`src/rtl/sc_bitstream_decoder.sv`:
```
// Stochastic-to-binary decoder: counts ones over 2^WIDTH valid samples and hands the count out
// with a valid/ready handshake. Define SC_DECODER_BIPOLAR_EN for signed bipolar (2*ones - 2^WIDTH).
module sc_bitstream_decoder #(
  parameter int unsigned WIDTH = 8,
`ifdef SC_DECODER_BIPOLAR_EN
  localparam int unsigned ResultWidth = WIDTH + 2
`else
  localparam int unsigned ResultWidth = WIDTH + 1
`endif
) (
  input  logic                   clk,
  input  logic                   rst,
  input  logic                   start,
  input  logic                   clear,
  input  logic                   bit_valid,
  input  logic                   bit_in,
  output logic                   busy,
  output logic                   out_valid,
  input  logic                   out_ready,
  output logic [ResultWidth-1:0] result
);

  typedef enum logic [1:0] {StIdle, StAccum, StHold} state_e;

  // Sample index of the final sample in a window (2^WIDTH - 1).
  localparam logic [WIDTH:0] LastSample = {1'b0, {WIDTH{1'b1}}};

  state_e                 state_q;
  logic [WIDTH:0]         ones_q;
  logic [WIDTH:0]         samples_q;
  logic [WIDTH:0]         ones_inc;
  logic [ResultWidth-1:0] result_calc;

  always_comb begin
    ones_inc = ones_q + {{WIDTH{1'b0}}, bit_in};
`ifdef SC_DECODER_BIPOLAR_EN
    // 2*ones - 2^WIDTH; the concat is exactly ResultWidth bits so the doubling cannot overflow.
    result_calc = {ones_inc, 1'b0} - (ResultWidth'(1) << WIDTH);
`else
    result_calc = ones_inc;
`endif
  end

  always_ff @(posedge clk or negedge rst) begin
    if (!rst) begin
      state_q   <= StIdle;
      ones_q    <= '0;
      samples_q <= '0;
      busy      <= 1'b0;
      out_valid <= 1'b0;
      result    <= '0;
    end else if (clear) begin
      state_q   <= StIdle;
      ones_q    <= '0;
      samples_q <= '0;
      busy      <= 1'b0;
      out_valid <= 1'b0;
      result    <= '0;
    end else begin
      unique case (state_q)
        StIdle: begin
          if (start) begin
            state_q   <= StAccum;
            ones_q    <= '0;
            samples_q <= '0;
            busy      <= 1'b1;
          end
        end
        StAccum: begin
          if (bit_valid) begin
            ones_q    <= ones_inc;
            samples_q <= samples_q + 1'b1;
            if (samples_q == LastSample) begin
              state_q   <= StHold;
              result    <= result_calc;
              busy      <= 1'b0;
              out_valid <= 1'b1;
            end
          end
        end
        StHold: begin
          if (out_ready) begin
            out_valid <= 1'b0;
            if (start) begin
              state_q   <= StAccum;
              ones_q    <= '0;
              samples_q <= '0;
              busy      <= 1'b1;
            end else begin
              state_q <= StIdle;
            end
          end
        end
        default: begin
          state_q   <= StIdle;
          busy      <= 1'b0;
          out_valid <= 1'b0;
        end
      endcase
    end
  end

endmodule
```
`config.mk`:
```
export PLATFORM = sky130hd
export DESIGN_NAME = sc_bitstream_decoder
export DESIGN_NICKNAME = d
export VERILOG_FILES = /design/src/rtl/sc_bitstream_decoder.sv
export SDC_FILE = /design/constraint.sdc
export NUM_CORES = 1
export LEC_CHECK = 0
export ABC_AREA = 0
export CAP_MARGIN = 5
export CORE_MARGIN = 5
export CORE_UTILIZATION = 40
export CTS_CLUSTER_SIZE = 10
export DETAILED_ROUTE_END_ITERATION = 7
export PLACE_DENSITY = 0.57
export SKIP_CTS_REPAIR_TIMING = 1
export SKIP_LAST_GASP = 1
export SLEW_MARGIN = 20
export SYNTH_ARGS = -nofsm -noshare
export SYNTH_HDL_FRONTEND = slang
export SYNTH_SLANG_ARGS = --single-unit
```
`constraint.sdc`:
```
create_clock -name clk -period 3.7 [get_ports clk]
set_input_delay 0.555 -clock clk [delete_from_list [all_inputs] [get_ports clk]]
set_output_delay 0.555 -clock clk [all_outputs]
set_load 0.01 [all_outputs]
```
# [Word-level counts from Yosys, hierarchy flattened]
# Index checks and enable logic that the tools add are counted.
[classes] eq_ne=8 n_reduce_logical=10 addsub=2 mux=32
[ops] op="9-bit 2-to-1 mux" count=12
[ops] op="9-bit one-hot mux with 3 select lines" count=2
[ops] op="3-bit != test (second input constant)" count=4
[ops] op="1-bit 2-to-1 mux" count=10
[ops] op="2-bit 2-to-1 mux" count=5
[ops] op="9-bit by 1-bit adder with 9-bit output" count=1
[ops] op="9-bit by 1-bit adder with 9-bit output (second input constant)" count=1
[ops] op="9-bit by 8-bit == test with 1-bit output (second input constant)" count=1
[ops] op="3-bit AND reduction" count=3
[ops] op="4-bit AND reduction" count=2
[ops] op="1-bit one-hot mux with 3 select lines" count=2
[ops] op="2-bit one-hot mux with 3 select lines" count=1
[ops] op="2-bit nonzero test" count=3
[ops] op="4-bit nonzero test" count=1
[ops] op="2-bit by 1-bit == test with 1-bit output (second input constant)" count=1
[ops] op="2-bit == test (second input constant)" count=1
[ops] op="2-bit zero test" count=1
[ops] op="2-bit != test (second input constant)" count=1
[word_totals] out_inout_bits=11 ff_bits=31

# [Depth between registers and ports, before layout]
# Gate-level depths: netlist of the first run.
[depth] depth_word=5 depth_mapped=10 depth_no_buf=9

# [Worst setup path before layout of the first run]
# Ideal clock, no wire load.
[synth_path] path_type="flip-flop to flip-flop" startpoint="register samples_q[0]" endpoint="register state_q[0]" setup_ns=0.125 synth_period_minus_slack_ns=2.056 setup_slack_ns=1.644 arrival_ns=1.931 path_stages_with_launch=10 cell_sequence="dfrtp_1 ha_1 and3_1 nand3_1 nor2_1 ha_1 a21boi_0 o21ai_0 o21ai_0 mux2_2"
[synth_via] elab_chain_len=3
[synth_rtl] item="from (decl)" line="30" source="logic [WIDTH:0] samples_q;"
[synth_rtl] item="from (signal assigned)" line="72" source="samples_q <= samples_q + 1'b1;"
[synth_rtl] item="9-bit by 8-bit == test with 1-bit output" line="73" source="if (samples_q == LastSample) begin"
[synth_rtl] item="3-bit != test (no source line)"
[synth_rtl] item="4-bit AND reduction (no source line)"
[synth_rtl] item="to (signal assigned)" line="74" source="state_q <= StHold;"
[synth_rtl] item="to (signal assigned)" line="85" source="state_q <= StAccum;"
[synth_rtl] item="to (signal assigned)" line="90" source="state_q <= StIdle;"
[synth_rtl] item="to (decl)" line="28" source="state_e state_q;"
# Every way passes these cells.
# A chain may end at the register's enable or synchronous reset.

# [Worst setup path in the final report of the first run]
[layout_path] startpoint="register state_q[1]" endpoint="register samples_q[5]"
[layout_via] elab_chain_len=3 elab_cells_between_ends=9
[layout_rtl] item="from (signal assigned)" line="46" source="state_q <= StIdle;"
[layout_rtl] item="from (signal assigned)" line="53" source="state_q <= StIdle;"
[layout_rtl] item="from (signal assigned)" line="63" source="state_q <= StAccum;"
[layout_rtl] item="2-bit == test (tied with other cells)" line="60" source="unique case (state_q)"
[layout_rtl] item="3-bit != test (no source line) (tied with other cells)"
[layout_rtl] item="3-bit AND reduction (no source line) / 9-bit 2-to-1 mux (equally long branches)"
# Parallel ways exist; a longest one is shown, timed or not.

==> results of run 1 <==
-- power by group --
group / switching, W / internal [W]
logic: 0.000222 / 0.000102
registers: 0.0000172 / 0.000356
clock network: 0.000123 / 0.000132
-- metrics by stage --
step	hold slack (ps)	power [W]	instance area [sq um]	utilization
after floorplan	259	0.000607	1750	-
after global placement	483	0.000688	1980	0.460
after detailed placement	510	0.000703	1980	0.460
after CTS	526	0.000962	2060	0.479
after global routing	544	0.00102	2060	0.479
final	522	0.000952	2060	0.479
-- metal layers --
layer | up-vias | part of all wire
met5 | - | 0
met4 | 0 | 0.010
met3 | 5 | 0.040
met2 | 28 | 0.49
met1 | 719 | 0.46
li1 | 730 | -
-- flip-flops by register name, summed over array words and instances (netlist names) --
name       cells
samples_q      9
ones_q         9
state_q        2
busy           1
result         9
out_valid      1
-- layout make-up --
type                            count  area (sq um)  area share
Clock inverter                      1          5.00     0.00243
Multi-Input combinational cell    142           906       0.440
Clock buffer                        7          76.3      0.0371
Timing Repair Buffer               21           200      0.0973
Tap cell                           52          65.1      0.0316
Inverter                            8          30.0      0.0146
Sequential cell                    31           776       0.377
-- logic make-up after synthesis --
family | Yosys count
compound gates | 49
xor+xnor | 7
fa+ha+maj | 9
buf+inv | 19
flops | 31
mux | 4
simple gates | 73
-- worst max-delay path, cell delays in order, from the launching register on --
cell and delay (ps):
dfrtp_1 410, inv_1 150, ha_1 170, buf_4 310
mux2i_1 140, or3_1 620, or4b_1 590, a21oi_1 150
-- worst paths after layout --
path / start / cells past startpoint / endpoint
worst max-delay path: state_q[1] / 7 / samples_q[5]
worst min-delay path: busy / 2 / busy
worst max register to register: state_q[1] / 7 / samples_q[5]
worst min register to register: busy / 2 / busy
max in group asynchronous: rst / 2 / result[0]
min in group asynchronous: rst / 2 / state_q[1]
-- cell usage after synthesis, types with 2 or more instances --
library cell  number
or3_1              3
o21ai_0            9
inv_1              8
nand4b_1           7
nand3_1           13
clkbuf_1           9
nor2_1            12
nand4_1            2
o32ai_1            3
nand2_1           16
ha_1               9
nor3_1             6
a2bb2oi_1          3
dfrtp_1           31
mux2i_1            3
xnor2_1            7
a31oi_1            7
or4b_1             2
a21oi_1           20
and3_1             4
nand3b_1           4
==> impl_metrics.ini, run 1 <==
[grt]
grtUsageMet2 = 0.241
grtUsageTotal = 0.145
antenna_found_initial = 0
grt_use_met3 = 0.0426
grt_max_degree = 34
grt_pass1_vias = 1503
grt_pass1_wl_mm = 7.00
grt.overflow.total = 0
grt-busiest-layer = met2
grtUsageMet1 = 0.181

[floorplanning]
row_count = 24
die_h_um = 76.2
dieArea_sq_um = 5810
core_sq_um = 4290
io_pins = 18
die_w_um = 76.2
initial_core_util = 0.409

[cells_and_area]
mostFrequentLayoutCell = dfrtp_1
areaGrowthSynthToFinish_pct = 17.3
layout-drive-gt1-share = 0.0571
final_nets = 225
layout.cells.non_filler = 262
n_antenna_cell = 0
n_fill_cell = 423
mostFrequentLayoutCells = dfrtp_1 (31), a21oi_1 (20), clkdlybuf4s50_1 (17)

[synthesis]
synthAdderAreaFrac = 0.0642
ys.flop_type = dfrtp_1
seq_area_frac_synth = 0.442
syn_area_per_cell_sq_um = 9.14
synth_top_area_frac = 0.442
synth_compound_area_frac = 0.168
synth-edff-count = 0
ys_types = 35
synth-async-reset-ratio = 1.00
synth_simple_gate_area_frac = 0.226
syn_nets = 208
synth_warnings = 0
muxShareOfSynthArea = 0.0235
yosys.area_share.xor_xnor = 0.0350
syn_area_sq_um = 1750
synth_area_leaders = dfrtp_1 (44%), ha_1 (6.4%), a21oi_1 (5.7%)
synth_top_family_by_area = simple AND/OR/NAND/NOR gates
synthCells = 192
synth-seq-cells = 31
synth_area_leader_cell = dfrtp_1

[critical_path]
path_max_fanout = 33
regToRegSetupSlack_ps = 1080
crit_required_ps = 3910
setup.worst_path.start_class = flip-flop
worstPathArrival_ps = 2820
path_class = flip-flop to flip-flop
end_kind = flip-flop

[place]
gp_congestion = 0.827
post-place-ws_ps = 1060
dp_cells = 254
hpwl_mm = 2.74
port_buffers = 17

[pwr]
p_leak_nw = 0.814
pwr_density_cell_nw_per_um2 = 463
ir_drop_v = 0.000307

[sta]
hold_viol = 0
rsz0062_at_grt = false
fmax_mhz = 382
post-route-period-util = 0.707
maxSlewViolCount = 0
slew_headroom = 0.541
timing.final.ws_setup_ps = 1080
fin_tns_setup_ps = 0
worst_pin_slew_ps = 689
setup_viol = 0
finClkSkew_ps = 3.01
period_minus_slack_ps = 2620

[drt]
vias = 1482
dr.pass1.iters = 4
ant_nets = 0
wirelength_mm = 4.09
wl_per_cell_um = 15.6
route.detailed.drc = 0
vias_per_cell = 5.66
drt_iter0_markers = 50

[clock_network]
cts_buffers = 5
root_buffer = clkbuf_8
clk_latency_ps = 280
htree_levels = 2
cts_tree = built
clk_pin_slew_ps = 70
clockBufferDepth = 2
clkSinkCount = 31

[min_path]
hold_path.class = flip-flop to flip-flop

[run_status]
outcome = complete, no violations

[flow_run]
timing.max_cap.violations = 0
Note: power is estimated with default switching activity, not from simulation.
==> run 2, diff against run 1 <==
Clock period 3.7 ns to 2.55 ns, I/O delays scaled along.
==> run 2 against run 1 <==
  * Total power is 50% higher
  * Worst setup slack worse by 820 ps
  * Cell count did not move
  * Combinational power increased by 51%
==> impl_metrics.ini, run 2 (synthesized netlist as in run 1, its figures left out) <==
[floorplanning]
initial_core_util = 0.409
dieArea_sq_um = 5810
die_w_um = 76.2
die_h_um = 76.2
core_sq_um = 4290
row_count = 24
io_pins = 18

[critical_path]
end_kind = flip-flop
regToRegSetupSlack_ps = 270
ff2ff_path_depth = 6
path_max_fanout = 10
worstPathArrival_ps = 2490
setup.worst_path.start_class = flip-flop
crit_required_ps = 2760
path_class = flip-flop to flip-flop

[clock_network]
root_buffer = clkbuf_8
clockBufferDepth = 2
clk_pin_slew_ps = 70
cts_buffers = 5
htree_levels = 2
clkSinkCount = 31
cts_tree = built
clk_latency_ps = 290

[cells_and_area]
fin_area_sq_um = 2070
post-route-util = 0.483
n_antenna_cell = 0
largestRegisters = ones_q: 9 flops, result: 9 flops, samples_q: 9 flops
final_nets = 226
areaGrowthSynthToFinish_pct = 18.1
n_fill_cell = 413
layout-drive-gt1-share = 0.0667
mostFrequentLayoutCell = dfrtp_1
mostFrequentLayoutCells = dfrtp_1 (31), a21oi_1 (20), clkdlybuf4s50_1 (17)

[grt]
grtUsageTotal = 0.149
grt_pass1_wl_mm = 7.04
grt_max_degree = 33
grt.overflow.total = 0
grt_pass1_vias = 1489
antenna_found_initial = 0

[drt]
ant_nets = 0
drt_iter0_markers = 86
wirelength_mm = 4.14
dr.pass1.iters = 4
vias_per_cell = 5.84
vias = 1530
wl_per_cell_um = 15.8
route.detailed.drc = 0

[place]
placed_area_sq_um = 1980
hpwl_mm = 2.73
gp_congestion = 0.835
port_buffers = 17

[sta]
finClkSkew_ps = 6.95
worst_pin_slew_ps = 625
fin_tns_setup_ps = 0
maxSlewViolCount = 0
post-route-period-util = 0.895
period_minus_slack_ps = 2280
hold_viol = 0
rsz0062_at_grt = false
slew_headroom = 0.583
setup_viol = 0
fmax_mhz = 438

[flow_run]
timing.max_cap.violations = 0

[pwr]
p_leak_nw = 0.824
pwr_density_cell_nw_per_um2 = 688
ir_drop_v = 0.000309

[run_status]
outcome = complete, no violations

[min_path]
hold_path.class = primary input to asynchronous set/reset pin
[run 2: cell types whose count changed in the layout (fill, tap and decap cells not counted), sizes merged]
cell and delta:
buf +1, clkbuf -1
[run 2: final timing paths]
check	start	endpoint
worst max-delay path	state_q[0]	samples_q[5]
worst min register to register	busy	busy
worst max register to register	state_q[0]	samples_q[5]
worst min-delay path	rst	state_q[0]
max in group asynchronous	rst	samples_q[1]
min in group clk	busy	busy
[run 2: worst max-delay path: stages (launching register included)]
cell	delay, ps
dfrtp_1	420
inv_1	100
ha_1	250
nor2b_1	200
or3_1	540
or4b_1	540
a21oi_1	150
[run 2: routing by layer]
metal | track usage | part of all wire | up-vias
li1 | - | - | 734
met1 | 0.186 | 0.45 | 746
met2 | 0.237 | 0.47 | 40
met3 | 0.0402 | 0.055 | 10
met4 | 0.0699 | 0.026 | 0
met5 | 0 | 0 | -
[run 2: layout make-up]
cell class / count / area (sq um) / area share
inverters: 8 / 30.0 / 0.0145
well taps: 52 / 65.1 / 0.0314
flip-flops and latches: 31 / 776 / 0.374
repair buffers: 22 / 208 / 0.100
clock inverters: 1 / 5.00 / 0.00242
clock buffers: 6 / 82.6 / 0.0399
multi-input cells: 142 / 906 / 0.437
[run 2: power by group]
group | internal (W) | switching (W)
Sequential | 0.000517 | 0.0000245
Combinational | 0.000162 | 0.000328
Clock | 0.000211 | 0.000184
[run 2: through the flow]
step | worst slack (ps) | hold WS [ps] | power (W) | cells
after floorplan | 494 | 86.9 | 0.000881 | 192
after global placement | 305 | 487 | 0.00102 | 255
after detailed placement | 216 | 517 | 0.00104 | 255
after CTS | 187 | 498 | 0.00144 | 262
after global routing | 86.8 | 523 | 0.00152 | 262
final | 267 | 489 | 0.00143 | 262
